$ cat config.mk
export PLATFORM = sky130hd
export DESIGN_NAME = mem_arbiter
export DESIGN_NICKNAME = d
export VERILOG_FILES = /design/src/rtl/mem_arbiter.sv
export SDC_FILE = /design/constraint.sdc
export NUM_CORES = 1
export LEC_CHECK = 0
export ABC_CLOCK_PERIOD_IN_PS = 2720
export CORE_ASPECT_RATIO = 1.4
export CORE_UTILIZATION = 45
export CTS_BUF_LIST = sky130_fd_sc_hd__clkbuf_4 sky130_fd_sc_hd__clkbuf_8
export DETAILED_ROUTE_END_ITERATION = 10
export GPL_TIMING_DRIVEN = 0
export PLACE_DENSITY = 0.95
export SYNTH_ARGS = -nofsm -noshare
export SYNTH_HDL_FRONTEND = slang
export SYNTH_SLANG_ARGS = --single-unit
$ cat constraint.sdc
create_clock -name clk -period 2.72 [get_ports clk]
set_clock_uncertainty 0.15 [all_clocks]
set_input_delay 0.544 -clock clk [delete_from_list [all_inputs] [get_ports clk]]
set_output_delay 0.544 -clock clk [all_outputs]
set_load 0.02 [all_outputs]
$ cat src/rtl/mem_arbiter.sv
// mem_arbiter: shares one data RAM between the CPU data port and a debug/loader port.
// Accesses are serialised by an IDLE -> ACCESS -> DONE FSM with round-robin priority.
// Each access holds the RAM for RAM_LATENCY cycles, and the winner gets a one-cycle ack.
// Optional feature macro: MEM_ARB_LOCK_EN adds dbg_lock. While it is high, IDLE does not
// grant CPU requests.
//
// Handshake: a requester raises req with we/addr/wdata stable and holds them until it
// sees a one-cycle ack. On a read ack, rdata is valid in that cycle and is held until
// that port's next read ack.
module mem_arbiter #(
    parameter int AW          = 32,
    parameter int DW          = 32,
    parameter int RAM_LATENCY = 1
) (
    input  logic          clk,
    input  logic          rst_n,
    input  logic          cpu_req,
    input  logic          cpu_we,
    input  logic [AW-1:0] cpu_addr,
    input  logic [DW-1:0] cpu_wdata,
    output logic          cpu_ack,
    output logic [DW-1:0] cpu_rdata,
    output logic          cpu_stall,
    input  logic          dbg_req,
    input  logic          dbg_we,
    input  logic [AW-1:0] dbg_addr,
    input  logic [DW-1:0] dbg_wdata,
    output logic          dbg_ack,
    output logic [DW-1:0] dbg_rdata,
    output logic          ram_we,
    output logic [AW-1:0] ram_addr,
    output logic [DW-1:0] ram_wdata,
    input  logic [DW-1:0] ram_rdata,
`ifdef MEM_ARB_LOCK_EN
    input  logic          dbg_lock,
`endif
    output logic [1:0]    fsm_state
);

    typedef enum logic [1:0] {
        IDLE   = 2'd0,
        ACCESS = 2'd1,
        DONE   = 2'd2
    } state_t;

    // Counter value that marks the last ACCESS cycle.
    localparam logic [3:0] LAST_CNT = 4'(RAM_LATENCY - 1);

    state_t     state_q;
    logic       prio_dbg;   // 0: CPU holds priority, 1: debug holds priority
    logic       win_dbg;    // port that owns the current access
    logic       win_we;     // current access is a write
    logic [3:0] lat_cnt;
    logic       lock;
    logic       cpu_eligible;
    logic       pick_dbg;

`ifdef MEM_ARB_LOCK_EN
    assign lock = dbg_lock;
`else
    assign lock = 1'b0;
`endif

    // A CPU request that is locked out behaves as if it were absent for arbitration.
    assign cpu_eligible = cpu_req & ~lock;
    assign pick_dbg     = dbg_req & (~cpu_eligible | prio_dbg);
    assign cpu_stall    = cpu_req & ~cpu_ack;
    assign fsm_state    = state_q;

    // Arbitration FSM: grant in IDLE, drive RAM in ACCESS, ack and rotate priority in DONE.
    always_ff @(posedge clk) begin
        if (!rst_n) begin
            state_q   <= IDLE;
            prio_dbg  <= 1'b0;
            win_dbg   <= 1'b0;
            win_we    <= 1'b0;
            lat_cnt   <= 4'd0;
            cpu_ack   <= 1'b0;
            dbg_ack   <= 1'b0;
            cpu_rdata <= '0;
            dbg_rdata <= '0;
            ram_we    <= 1'b0;
            ram_addr  <= '0;
            ram_wdata <= '0;
        end else begin
            case (state_q)
                IDLE: begin
                    if (cpu_eligible || dbg_req) begin
                        win_dbg   <= pick_dbg;
                        win_we    <= pick_dbg ? dbg_we : cpu_we;
                        ram_we    <= pick_dbg ? dbg_we : cpu_we;
                        ram_addr  <= pick_dbg ? dbg_addr : cpu_addr;
                        ram_wdata <= pick_dbg ? dbg_wdata : cpu_wdata;
                        lat_cnt   <= 4'd0;
                        state_q   <= ACCESS;
                    end
                end
                ACCESS: begin
                    // The write strobe covers only the first ACCESS cycle.
                    ram_we <= 1'b0;
                    if (lat_cnt == LAST_CNT) begin
                        if (!win_we) begin
                            if (win_dbg) dbg_rdata <= ram_rdata;
                            else         cpu_rdata <= ram_rdata;
                        end
                        if (win_dbg) dbg_ack <= 1'b1;
                        else         cpu_ack <= 1'b1;
                        lat_cnt <= 4'd0;
                        state_q <= DONE;
                    end else begin
                        lat_cnt <= lat_cnt + 4'd1;
                    end
                end
                DONE: begin
                    cpu_ack  <= 1'b0;
                    dbg_ack  <= 1'b0;
                    prio_dbg <= ~win_dbg;
                    state_q  <= IDLE;
                end
                default: begin
                    state_q <= IDLE;
                end
            endcase
        end
    end

endmodule

==> reports/metrics.cfg <==
[outcome]
status=complete, no violations

[cells_and_area]
multi_input_area_sq_mm=0.002786
regArea_sq_mm=0.002803
fin_nets=1170
num-fill-cells=929
antenna_cells=0
drive_above_1_share_pct=5.911
syn_to_final_growth_pct=58.57

[logic_synthesis]
yosysMostFrequentCell=dfxtp_1
yosysSeqAreaShare_pct=45.16
yosysUniqueCellTypes=35
async_flop_share_pct=0
synth-main-ff-cell=dfxtp_1
syn_inst=686
synth.top_cell.area_share_pct=45.16
yosys_warnings=0
synth_area_leaders=dfxtp_1 (45%), mux2i_1 (10%), a311oi_1 (9.2%)
syn_area_sq_mm=0.006206
synth_edf_count=0
avgSynthCellArea_sq_um=9.047
synth.largest_area_cell=dfxtp_1
synth_nets=854
ys_top_cells_by_count=dfxtp_1 (140), nand2_1 (97), inv_1 (71)
ys_seq_elements=140

[floorplanning]
die_w_um=101.3
core_area_sq_mm=0.01339
die_h_um=141.0
start_util_pct=46.36
ioPinCount=300
dieArea_sq_mm=0.01427
std_cell_rows=50

[clock_tree]
path_clk_slew_ps=90
insertion_delay_ps=440
clockBufferDepth=2
clock_sinks=140
cts-root-buf=clkbuf_8
cts_tree=built
htreeDepth=4
numCtsBuffers=17

[flow_run]
maxCapViolCount=0

[setup_path]
path_cells=clkdlybuf4s50_1
crit_family=buffers and inverters
critPathLaunchType=register
reg2reg_slack_ps=720
critPathKind=reg -> out
path_depth=1
critPathLaunch=fsm_state[1]$_SDFFE_PN0P_
end_kind=output port
slowest_delay_ps=700
r2r_start=lat_cnt[0]$_SDFFE_PN0P_
critPathMaxFanout=9
crit_buf_inv=1
worst_r2r_path_depth=6
crit_required_ps=2030
arrival_ps=1640
r2r-end=cpu_rdata[12]$_SDFFE_PN0P_
endpoint=fsm_state[1]
slowest_stage=clkdlybuf4s50_1

[grt]
grt_pass1_vias=6903
grt_use_total_pct=30.94
use_met1_pct=30.00
met3_usage_pct=10.56
grt_pass1_wl_um=34150
top_usage_layer=met2
antenna_found_initial=0
use_met2_pct=55.64
grt-ovfl-total=0
grt_max_degree=17

[power_and_ir_drop]
ir_worst_vdd_uv=438.7
p_per_area_mw_per_mm2=573.9
leakage_uw=0.003874
power_uw=5648

[sta]
fin_setup_tns_ps=0
hold_violations=0
period_share_pct=85.92
fmax_mhz=427.9
setup_viol=0
relSlewSlack_pct=59.14
worst_pin_slew_ps=612.9
fin_crit_ps=2337
drv_slew=0
rsz0062_at_grt=false

[route]
via_per_inst=5.607
wl_um=22540
drtPass1Iterations=5
drt_iter0_markers=324
via_count=6711
ant_nets=0
wl_per_cell_um=18.83
drc=0

[worst_hold_path]
hold_path.class=reg -> reg

[placement]
portBuffers=297
dp_hpwl_um=16940
gp_congestion=0.8891

## worst min path at each step
stage / from / end / slack (ps) / cells past startpoint
after floorplan: prio_dbg$_SDFFE_PN0N_ / prio_dbg$_SDFFE_PN0N_ / 320 / 2
after global placement: dbg_rdata[30]$_SDFFE_PN0P_ / dbg_rdata[30]$_SDFFE_PN0P_ / 290 / 2
after detailed placement: cpu_rdata[21]$_SDFFE_PN0P_ / cpu_rdata[21]$_SDFFE_PN0P_ / 300 / 2
after CTS: cpu_rdata[21]$_SDFFE_PN0P_ / cpu_rdata[21]$_SDFFE_PN0P_ / 320 / 2
after global routing: ram_addr[2]$_SDFFE_PN0P_ / ram_addr[2]$_SDFFE_PN0P_ / 330 / 2
final: cpu_rdata[21]$_SDFFE_PN0P_ / cpu_rdata[21]$_SDFFE_PN0P_ / 310 / 2
## tightest hold or removal path, delay by kind of cell (launching register included)
kind,cells,cell delay [ps]
flip-flops,1,320
multiplexers,1,50
AND/OR/NAND/NOR,1,50
## flip-flops by register name (all words and copies together) (netlist names), 2 cells and up
register and cells:
cpu_rdata 32, dbg_rdata 32, fsm_state 2, lat_cnt 4, ram_addr 32, ram_wdata 32
## cells in the final DEF, fill, tap and decap left out, drive strengths merged, types with 3 or more instances in the layout
cell type      synthesis  routed
a21oi                  5       5
a221oi                65      65
a311oi                65      65
buf                   22      22
bufinv                 0       3
clkbuf                55      73
clkdlybuf4s50          0     296
clkinvlp               0       4
dfxtp                140     140
inv                   71      76
mux2i                 65      65
nand2                 97      97
nand2b                 4       4
nor2                   3       3
nor2b                  3       3
o21ai                 68      68
## per-layer routing
metal / vias to the layer above / routed length, um
met2: 341 / 11460
met1: 3144 / 7883
li1: 3141 / -
met5: - / 0
met4: 0 / 1095
met3: 85 / 2103
## metrics by stage
stage | worst slack (ps) | std cells | util [%] | hold slack (ps) | instance area [sq um]
global placement | 14.01 | 1165 | 70.26 | 293.4 | 9407
CTS | 10.18 | 1197 | 73.49 | 316.2 | 9838
global route | 337.3 | 1197 | 73.50 | 329.5 | 9841
finish | 382.9 | 1197 | 73.50 | 312.7 | 9841
detailed placement | 13.96 | 1165 | 70.26 | 303.9 | 9407
floorplan | 963.4 | 686 | - | 320.2 | 6206
## cell type report
class / instances / area share [%]
Buffer: 77 / 3.560
Clock buffer: 18 / 2.517
Clock inverter: 14 / 1.869
Inverter: 71 / 2.708
Multi-Input combinational cell: 398 / 28.32
Sequential cell: 140 / 28.48
Tap cell: 182 / 2.314
Timing Repair Buffer: 297 / 30.24
## where the power goes
| group | internal [uW] | leakage [uW] | switching (uW) | total [uW] |
|---|---|---|---|---|
| Combinational | 727 | 0.00252 | 756 | 1480 |
| Sequential | 2220 | 0.00115 | 94.5 | 2310 |
| Clock | 952 | 0.000205 | 902 | 1850 |
| Total | 3900 | 0.00387 | 1750 | 5650 |
## logic make-up (layout without fill, tap and decap cells)
family / after synthesis / in the layout / synth area share [%]
AOI/OAI and AO/OA: 211 / 211 / 25.50
adders and majority gates: 2 / 2 / 0.4032
muxes: 65 / 65 / 10.48
buffers and inverters: 148 / 477 / 9.940
DFF: 140 / 140 / 45.16
and+or+nand+nor: 120 / 120 / 8.508
## repair_timing
item                                    4_1_cts  5_1_grt
resized for setup                             0        1
setup buffers                                 0        0
hold buffers                                  0        0
endpoints found under the setup margin        0        1
Power figures use the tool's default switching activity.
